$ cat config.mk
export PLATFORM = sky130hd
export DESIGN_NAME = fsm_seq_driver
export DESIGN_NICKNAME = d
export VERILOG_FILES = /design/src/rtl/fsm_seq_pkg.sv /design/src/rtl/fsm_seq_rom.sv /design/src/rtl/fsm_seq_driver.sv
export SDC_FILE = /design/constraint.sdc
export NUM_CORES = 1
export LEC_CHECK = 0
export ABC_AREA = 0
export BUFFER_PORTS_ARGS = -buffer_cell sky130_fd_sc_hd__clkbuf_2
export CAP_MARGIN = 20
export CORE_MARGIN = 5
export CORE_UTILIZATION = 57
export DETAILED_ROUTE_END_ITERATION = 8
export HOLD_SLACK_MARGIN = 0.08
export PLACE_DENSITY_LB_ADDON = 0.25
export SLEW_MARGIN = 20
export SYNTH_ARGS = -nofsm -noshare
export SYNTH_HDL_FRONTEND = slang
export SYNTH_HIERARCHICAL = 1
export SYNTH_SLANG_ARGS = --single-unit
export TNS_END_PERCENT = 1
$ cat constraint.sdc
create_clock -name clk -period 2.6 [get_ports clk]
set_input_delay 0.26 -clock clk [delete_from_list [all_inputs] [get_ports clk]]
set_output_delay 0.26 -clock clk [all_outputs]
set_load 0.03 [all_outputs]
$ cat src/rtl/fsm_seq_pkg.sv
// fsm_seq_pkg: shared state, path, switch and LED encodings for the sequence driver
package fsm_seq_pkg;
  localparam logic [2:0] ST_IDLE  = 3'd0;
  localparam logic [2:0] ST_DRIVE = 3'd1;
  localparam logic [2:0] ST_CHECK = 3'd2;
  localparam logic [2:0] ST_GAP   = 3'd3;
  localparam logic [2:0] ST_DONE  = 3'd4;
  localparam logic [2:0] ST_FAIL  = 3'd5;

  typedef enum logic [2:0] {
    S_IDLE  = ST_IDLE,
    S_DRIVE = ST_DRIVE,
    S_CHECK = ST_CHECK,
    S_GAP   = ST_GAP,
    S_DONE  = ST_DONE,
    S_FAIL  = ST_FAIL
  } state_t;

  localparam logic [1:0] PATH_FULL  = 2'b00;
  localparam logic [1:0] PATH_A     = 2'b01;
  localparam logic [1:0] PATH_B     = 2'b10;
  localparam logic [1:0] PATH_ALIAS = 2'b11;

  localparam logic [2:0] SW_OFF = 3'b000;
  localparam logic [2:0] SW_C1  = 3'b001;
  localparam logic [2:0] SW_C2  = 3'b010;
  localparam logic [2:0] SW_C3  = 3'b011;
  localparam logic [2:0] SW_C4  = 3'b100;
  localparam logic [2:0] SW_C5  = 3'b101;
  localparam logic [2:0] SW_C6  = 3'b110;

  localparam logic [2:0] LED_C0 = 3'b000;
  localparam logic [2:0] LED_C1 = 3'b001;
  localparam logic [2:0] LED_C2 = 3'b010;
  localparam logic [2:0] LED_C3 = 3'b011;
  localparam logic [2:0] LED_C4 = 3'b100;
  localparam logic [2:0] LED_C7 = 3'b111;
endpackage

$ cat src/rtl/fsm_seq_rom.sv
// fsm_seq_rom: combinational step table, (path, step) -> sw code, expected led, last flag
module fsm_seq_rom
  import fsm_seq_pkg::*;
(
  input  logic [1:0] path,
  input  logic [2:0] step,
  output logic [2:0] sw_code,
  output logic [2:0] led_exp,
  output logic       last
);
  // Table lookup; path 11 aliases the full six-step path, unused slots read as off
  always_comb begin
    sw_code = SW_OFF;
    led_exp = LED_C0;
    last    = 1'b0;
    case (path)
      PATH_A: begin
        last = step == 3'd3;
        case (step)
          3'd0: begin sw_code = SW_C4; led_exp = LED_C3; end
          3'd1: begin sw_code = SW_C4; led_exp = LED_C4; end
          3'd2: begin sw_code = SW_C5; led_exp = LED_C7; end
          3'd3: begin sw_code = SW_C6; led_exp = LED_C0; end
          default: ;
        endcase
      end
      PATH_B: begin
        last = step == 3'd3;
        case (step)
          3'd0: begin sw_code = SW_C1; led_exp = LED_C1; end
          3'd1: begin sw_code = SW_C4; led_exp = LED_C4; end
          3'd2: begin sw_code = SW_C5; led_exp = LED_C7; end
          3'd3: begin sw_code = SW_C6; led_exp = LED_C0; end
          default: ;
        endcase
      end
      default: begin
        last = step == 3'd5;
        case (step)
          3'd0: begin sw_code = SW_C1; led_exp = LED_C1; end
          3'd1: begin sw_code = SW_C2; led_exp = LED_C2; end
          3'd2: begin sw_code = SW_C3; led_exp = LED_C3; end
          3'd3: begin sw_code = SW_C4; led_exp = LED_C4; end
          3'd4: begin sw_code = SW_C5; led_exp = LED_C7; end
          3'd5: begin sw_code = SW_C6; led_exp = LED_C0; end
          default: ;
        endcase
      end
    endcase
  end
endmodule

$ cat src/rtl/fsm_seq_driver.sv
// fsm_seq_driver: drives a switch-code sequence and checks LED feedback; FSM_SEQ_DRIVER_CHECK_EN enables led checking/timeout
module fsm_seq_driver
  import fsm_seq_pkg::*;
#(
  parameter int HOLD_CYCLES    = 4,
  parameter int TIMEOUT_CYCLES = 16
) (
  input  logic       clk,
  input  logic       reset_n,
  input  logic       start,
  input  logic [1:0] path_sel,
  input  logic [2:0] led_in,
  output logic [2:0] sw,
  output logic       busy,
  output logic       done,
  output logic       error,
  output logic [2:0] step
);
  state_t     state_q, state_d;
  logic [1:0] path_q, path_d;
  logic [2:0] step_q, step_d;
  logic [2:0] sw_q, sw_d;
  logic [7:0] cnt_q, cnt_d;
  logic       busy_q, busy_d, done_q, done_d, error_q, error_d;
  logic [2:0] cur_sw_unused, cur_led, nxt_sw, nxt_led_unused;
  logic       cur_last, nxt_last_unused, match, timeout;

  // Current entry feeds the CHECK comparison; next entry lets sw be registered in step with the state
  fsm_seq_rom u_rom_cur (.path(path_q), .step(step_q), .sw_code(cur_sw_unused), .led_exp(cur_led), .last(cur_last));
  fsm_seq_rom u_rom_nxt (.path(path_d), .step(step_d), .sw_code(nxt_sw), .led_exp(nxt_led_unused), .last(nxt_last_unused));

  assign timeout = cnt_q == 8'(TIMEOUT_CYCLES - 1);
`ifdef FSM_SEQ_DRIVER_CHECK_EN
  assign match = led_in == cur_led;
  assign error = error_q;
`else
  logic unused_chk;
  assign match      = 1'b1;
  assign unused_chk = ^{led_in, cur_led, timeout, error_q};
  assign error      = 1'b0;
`endif
  assign sw   = sw_q;
  assign busy = busy_q;
  assign done = done_q;
  assign step = step_q;

  // Next state, step/path bookkeeping and per-state counter that restarts on every state entry
  always_comb begin
    state_d = state_q;
    path_d  = path_q;
    step_d  = step_q;
    case (state_q)
      S_IDLE: if (start) begin
        state_d = S_DRIVE;
        path_d  = path_sel;
        step_d  = 3'd0;
      end
      S_DRIVE: if (cnt_q == 8'(HOLD_CYCLES - 1)) state_d = S_CHECK;
      S_CHECK: state_d = match ? (cur_last ? S_DONE : S_GAP) : (timeout ? S_FAIL : S_CHECK);
      S_GAP: begin
        state_d = S_DRIVE;
        step_d  = step_q + 3'd1;
      end
      default: state_d = S_IDLE;
    endcase
    cnt_d = (state_d != state_q || state_q == S_IDLE) ? 8'd0 : cnt_q + 8'd1;
  end

  // Registered outputs decoded from the upcoming state
  always_comb begin
    sw_d    = (state_d == S_DRIVE || state_d == S_CHECK) ? nxt_sw : SW_OFF;
    busy_d  = state_d != S_IDLE;
    done_d  = state_d == S_DONE;
    error_d = (state_q == S_IDLE && start) ? 1'b0 : (state_d == S_FAIL) ? 1'b1 : error_q;
  end

  // State and output flops, cleared immediately by reset
  always_ff @(posedge clk or negedge reset_n) begin
    if (!reset_n) begin
      state_q <= S_IDLE;
      path_q  <= PATH_FULL;
      step_q  <= 3'd0;
      cnt_q   <= 8'd0;
      sw_q    <= SW_OFF;
      busy_q  <= 1'b0;
      done_q  <= 1'b0;
      error_q <= 1'b0;
    end else begin
      state_q <= state_d;
      path_q  <= path_d;
      step_q  <= step_d;
      cnt_q   <= cnt_d;
      sw_q    <= sw_d;
      busy_q  <= busy_d;
      done_q  <= done_d;
      error_q <= error_d;
    end
  end
endmodule

* Word-level counts from Yosys, hierarchy flattened
Index checks and enable logic that the tools add are counted.
** Cells by class
- Add/sub/neg operators :: 2
- Equal/unequal tests :: 19
- Muxes and demuxes :: 15
- Reduce and logical (&&, ||, !) cells :: 7
** Operator list (number)
- $pmux 3 s4 :: 2
- $eq 3x2->1 const B :: 6
- $pmux 3 s6 :: 1
- $mux 3 :: 5
- $eq 3x3->1 const B :: 4
- $pmux 3 s2 :: 2
- $eq 3x1->1 const B :: 3
- $pmux 3 s3 :: 1
- $add 8x1->8 const B :: 1
- $eq 8x2->1 const B :: 1
- $mux 8 :: 1
- $logic_not 3->1 :: 2
- $eq 2x1->1 const B :: 2
- $eq 2x2->1 const B :: 2
- $mux 2 :: 2
- $reduce_or 2->1 :: 2
- $add 3x1->3 const B :: 1
- $ne 3x3->1 :: 1
- $reduce_bool 3->1 :: 1
- $logic_or 1x1->1 :: 2
- $mux 1 :: 1
** Storage, ports and cells
- Register bits after elaboration :: 21
- Input bits :: 8
- Output and inout bits :: 9
- Word-level logic and storage cells :: 50

* Depth between registers and ports, before layout
Gate-level depths: netlist (run 1).
- Depth in word-level cells :: 8
- Depth in mapped cells :: 10
- Depth with buffers taken out :: 9

* Modules after synthesis
Netlist (run 1), hierarchy kept.
** Modules (own cells, without submodules)
- fsm_seq_driver :: instances 1, cells an instance 91, area each 954.7 µm², seq. area each 525.5 µm²
- fsm_seq_rom :: instances 2, cells an instance 38, area each 242.7 µm², seq. area each 0.0 µm²

* Least setup slack after synthesis (run 1)
OpenSTA, ideal clock, no wires.
- Kind :: register to register
- From :: reg state_q[2]
- To :: reg sw_q[2] (netlist: sw[2])
- Setup time :: 0.119 ns
- Data arrival time :: 2.066 ns
- Required time :: 2.481 ns
- Setup slack :: 0.415 ns
- Stages on the path, launching flop included :: 10
- Buffers on the path :: 2
- Clock period less this slack :: 2.185 ns
- Cells stage by stage :: dfrtp_1 buf_2 nor3_1 mux2_2 ha_1 buf_4 mux2i_1 o32a_1 nand2_1 and2_1
** On the way
- Elaborated cells between the ends (all ways) :: 26
- Those cells by class :: 12 x eq/ne; 10 x mux; 4 x reduce/logical
** RTL lines
- from (decl) :: line fsm_seq_driver.sv:19 : state_t state_q, state_d;
- from (signal assigned) :: line fsm_seq_driver.sv:89 : state_q <= state_d;
- $logic_not 3->1 * :: line fsm_seq_driver.sv:52 : case (state_q)
- $mux 2 * :: line fsm_seq_driver.sv:52
- named net path_d[1] :: line fsm_seq_driver.sv:20 : logic [1:0] path_q, path_d;
- $eq 2x2->1 or $eq 2x1->1 (tied branches)
- $pmux 3 s2 * :: line fsm_seq_rom.sv:16 : case (path)
- named net nxt_sw[2] :: line fsm_seq_driver.sv:25 : logic [2:0] cur_sw_unused, cur_led, nxt_sw, nxt_led_unused;
- $mux 3 * :: line fsm_seq_driver.sv:71 : sw_d = (state_d == S_DRIVE || state_d == S_CHECK) ? nxt_sw : SW_OFF;
- named net sw_d[2] :: line fsm_seq_driver.sv:22 : logic [2:0] sw_q, sw_d;
- to (signal assigned) :: line fsm_seq_driver.sv:93 : sw_q <= sw_d;
- to (decl) :: line fsm_seq_driver.sv:22
The timed path passes the listed nets; every way through them passes the cells marked *.

* Worst setup path in the final report (run 1)
- From :: reg state_q[1]
- To :: reg sw_q[1] (netlist: sw[1])
The elaborated chain is that of the path after synthesis.

==> metrics.txt, run 1 <==
Fillers=176; peak supply drop=0.7502 mV; Worst-Margin Slew=748.9 ps; most frequent cells in the layout=dfrtp_1, clkbuf_2, a21oi_1; MaxCap Viol Count=0; die area=3048 um^2; crit start category=flip-flop; via/cell ratio=5.669; gr usage total=15.34%; Die Wd=55.21 um; vias in the first global route=865; largest net degree at the start of global routing=22; synthesized cell area=1165 um^2; hold path startpoint=path_sel[0]; CP required=2840 ps; Worst path most repeated cell=mux2_2; crit-path max cell delay=400 ps; slowest cell on the critical path=dfrtp_1; number of diodes=0; routability cong.=0.7672; core area=1962 um^2; ANT nets after route=0; post-synthesis net count=135; Routed WL=2.205 mm; R2R Path Start=state_q[1]; Setup TNS=0 ps; Die H=55.21 um; Max Fclk=0.4298 GHz; highest fanout seen on the critical path=7; Final HPWL DP=1.634 mm; type of the worst min-delay path=in2reg; Setup Buffers After CTS=0; CP Cell Sequence=nand2b_1, nor3_2, mux2_2, ha_1, o21bai_1, mux2_2, o21ai_0, and2_1; Reg2Reg Setup Slack=270 ps; # port buffers=12; run status=complete, no violations; CP Capture Type=flip-flop; period utilisation layout=89.49%; CTS sink cnt=21; I/O Pins=17; Fin. Hold Viols=0; DP Worst Slack=217.2 ps; PD cells=1012 nW/um^2; total gr overflow=0; cells after synthesis=122; yosys warns=6; Mean Syn Cell Area=9.548 um^2; cell depth of the worst hold path=2; via count=907; Area Overhead vs Synth=8.808%; DR iter-0 viols=18; Remaining DRCs=0; first-pass GRT wire length=3.781 mm; TritonCTS Buffers=3; final setup fails=0; RSZ-0062 raised after global routing=no; reg2reg path depth=8; commonest non-fill, non-tap cell in the layout=dfrtp_1; initial antenna violation count=0; drt first pass iters=4; average wire per standard cell=13.78 um; Pleak=0.6047 nW; Initial Util=59.37%; Tmin final=2327 ps; Final WS setup=273.1 ps; CTS Root Cell=clkbuf_4; fin nets=147; clk buf depth=2; CP arrival=2560 ps; CTS tree=done; fin. max-slew vios=0; Min-Delay Endpoint=path_q[0]; Worst-Skew Late Latency=300 ps; clock skew=7.570 ps; max_slew headroom=49.74%; CTS H-Tree Depth=1; Core Rows=16; WS Path Type=reg2reg; r2r endpoint=sw[1]; clock-pin transition on the worst setup and hold timing paths=120 ps; layout cells sized above 1=19.55%
repair_timing:
action,CTS,global route
endpoints found under the hold margin,21,0
hold buffers,1,0
gates resized for setup,0,1
endpoints found under the setup margin,0,1
sequential cells by signal (all words and copies together), names as in the netlist:
register	flops
state_q	3
path_q	2
cnt_q	8
done	1
step	3
busy	1
sw	3
worst max-delay path by stage:
stage                from     to  depth (start not counted)
4_1_cts        state_q[1]  sw[1]                          8
6_report       state_q[1]  sw[1]                          8
5_1_grt        state_q[1]  sw[1]                          8
3_3_place_gp   state_q[1]  sw[1]                          8
3_5_place_dp   state_q[1]  sw[1]                          8
2_1_floorplan  state_q[2]  sw[2]                          9
per-stage QoR:
stage	hold slack [ps]	utilization [%]	instances	power, mW	area [um^2]
2_1_floorplan	-35.59	-	122	1.012	1165
3_3_place_gp	243.9	62.50	155	1.081	1226
3_5_place_dp	253.6	62.50	155	1.122	1226
4_1_cts	228.2	64.35	160	1.280	1262
6_report	232.5	64.60	160	1.282	1267
5_1_grt	235.4	64.60	160	1.389	1267
where the power goes:
group | internal [mW] | switching (mW) | leakage, nW
clock | 0.0597 | 0.0952 | 0.0150
combinational | 0.285 | 0.385 | 0.315
sequential | 0.403 | 0.0545 | 0.274
layer usage:
layer | global-route usage [%] | share of wire [%]
met2 | 26.52 | 49
met5 | 0 | 0
met1 | 18.64 | 45
met3 | 3.030 | 3.9
met4 | 5.903 | 1.5
final cells by class:
class                           instances  area (um^2)  share of cell area, %
Sequential cell                        21        525.5                  41.46
Tap cell                               27        33.78                  2.665
Clock buffer                            4        26.28                  2.073
Multi-Input combinational cell         84        555.5                  43.83
Inverter                                7        26.28                  2.073
Timing Repair Buffer                   17        100.1                  7.897
worst max-delay path, delay by kind of cell, from the launching register on:
family / cells / cell delay (ps)
DFF: 1 / 400
adders and majority gates: 1 / 390
and+or+nand+nor: 3 / 510
AOI/OAI and AO/OA: 2 / 320
muxes: 2 / 650
(Power assumes the default switching activity.)
==> inputs of run 2 (changes only) <==
--- a/config.mk
+++ b/config.mk
@@ -8,8 +8,10 @@
 export ABC_AREA = 0
 export BUFFER_PORTS_ARGS = -buffer_cell sky130_fd_sc_hd__clkbuf_2
 export CAP_MARGIN = 20
+export CELL_PAD_IN_SITES_DETAIL_PLACEMENT = 0
+export CELL_PAD_IN_SITES_GLOBAL_PLACEMENT = 1
 export CORE_MARGIN = 5
-export CORE_UTILIZATION = 57
+export CORE_UTILIZATION = 43
 export DETAILED_ROUTE_END_ITERATION = 8
 export HOLD_SLACK_MARGIN = 0.08
 export PLACE_DENSITY_LB_ADDON = 0.25
==> run 2 against run 1 <==
Via count down 2.6%. Die area increased by 26%. Largest cell class unchanged. Critical endpoint unchanged. Cell count is 1.9% higher. Worst hold slack worse by 8.0 ps. Register-to-register slack got worse by 80 ps. Highest routed layer unchanged.
==> metrics.txt, run 2 (same netlist as run 1, synthesis figures left out) <==
Critical path buffers and inverters=0; highest fanout seen on the critical path=7; CP Cell Sequence=nand2b_1, nor3_1, mux2_2, ha_1, o21bai_1, mux2_2, o21ai_0, and2_1; number of diodes=0; Fin. Hold Viols=0; period utilisation layout=92.53%; cell depth of the worst hold path=2; Routed WL=2.069 mm; peak supply drop=0.6271 mV; CP arrival=2650 ps; CTS H-Tree Depth=1; Max Fclk=0.4157 GHz; run status=complete, no violations; core area=2545 um^2; crit-path max cell delay=410 ps; most frequent cells in the layout=dfrtp_1, clkbuf_2, a21oi_1; routability cong.=0.7315; Power Total=1.256 mW; routed wl met3=91 um; Tmin final=2406 ps; MaxCap Viol Count=0; Crit path max-delay family=multiplexers; Pleak=0.6063 nW; max_slew headroom=47.96%; largest net degree at the start of global routing=22; TritonCTS Buffers=3; CP Capture Type=flip-flop; CP required=2850 ps; fin nets=147; average wire per standard cell=12.69 um; Final HPWL DP=1.564 mm; Remaining DRCs=0; Worst-Skew Late Latency=300 ps; drt first pass iters=4; RSZ-0062 raised after global routing=no; WS Path Type=reg2reg; via/cell ratio=5.417; via count=883; Setup Buffers After CTS=0; critical path depth=8; Area Overhead vs Synth=8.808%; type of the worst min-delay path=in2reg; Max Used Layer=met4; commonest non-fill, non-tap cell in the layout=dfrtp_1; DR iter-0 viols=30; CTS sink cnt=21; fin. max-slew vios=0; Die Wd=62.05 um; I/O Pins=17; Worst-Margin Slew=775.3 ps; Reg with most FFs=cnt_q; crit start category=flip-flop; ANT nets after route=0; reg2reg path depth=8; Initial Util=45.77%; DR WL met2=970 um; clock skew=1.097 ps; Setup TNS=0 ps; vias in the first global route=872; max reg flops=8; clk buf depth=2; clock-pin transition on the worst setup and hold timing paths=110 ps; Die H=62.05 um; total gr overflow=0; CTS Root Cell=clkbuf_4; die area=3850 um^2; first-pass GRT wire length=3.698 mm; Core Rows=18; initial antenna violation count=0; PD cells=990.8 nW/um^2; slowest cell on the critical path=mux2_2; wl on met1=976 um; gr usage total=12.87%; # port buffers=12; Worst path most repeated cell=mux2_2; final setup fails=0; layout cells sized above 1=19.55%; CTS tree=done
## run 2: final timing paths
| check | startpoint | endpoint | slack [ps] |
|---|---|---|---|
| min reg2reg | cnt_q[0] | cnt_q[0] | 520 |
| max in group asynchronous | reset_n | sw[1] | 1810 |
| max reg2reg | state_q[1] | sw[1] | 190 |
| min | path_sel[0] | path_q[0] | 220 |
| max | state_q[1] | sw[1] | 190 |
| min in group asynchronous | reset_n | busy | 450 |
## run 2: per-layer routing
metal / GRT usage, % / up-vias
li1: - / 442
met5: 0 / -
met1: 16.20 / 422
met4: 2.727 / 0
met2: 21.75 / 15
met3: 3.926 / 4
## run 2: where the power goes
part | leakage (nW) | internal [mW] | switching [mW]
combinational | 0.314 | 0.280 | 0.367
clock | 0.0177 | 0.0573 | 0.0978
sequential | 0.274 | 0.403 | 0.0509
## run 2: stage by stage
| step | setup WS, ps | std cells | util (%) | hold WS (ps) | cell area [um^2] |
|---|---|---|---|---|---|
| global route | 58.85 | 163 | 49.80 | 215.6 | 1267 |
| CTS | 165.5 | 163 | 49.80 | 219.5 | 1267 |
| finish | 194.2 | 163 | 49.80 | 224.5 | 1267 |
| global placement | 213.7 | 158 | 48.33 | 252.5 | 1230 |
| detailed placement | 190.9 | 158 | 48.33 | 263.0 | 1230 |
| floorplan | 454.7 | 122 | - | -35.59 | 1165 |
## run 2: area by class of cell
type | instances | area, um^2
flip-flops and latches | 21 | 525.5
clock buffers | 3 | 22.52
well taps | 30 | 37.54
multi-input cells | 84 | 550.5
clock inverters | 1 | 5.005
repair buffers | 17 | 100.1
inverters | 7 | 26.28
fillers | 258 | 1277
## run 2: timing repair
action	4_1_cts	5_1_grt
hold buffers	1	0
gates resized for setup	0	0
hold endpoints to repair	21	0
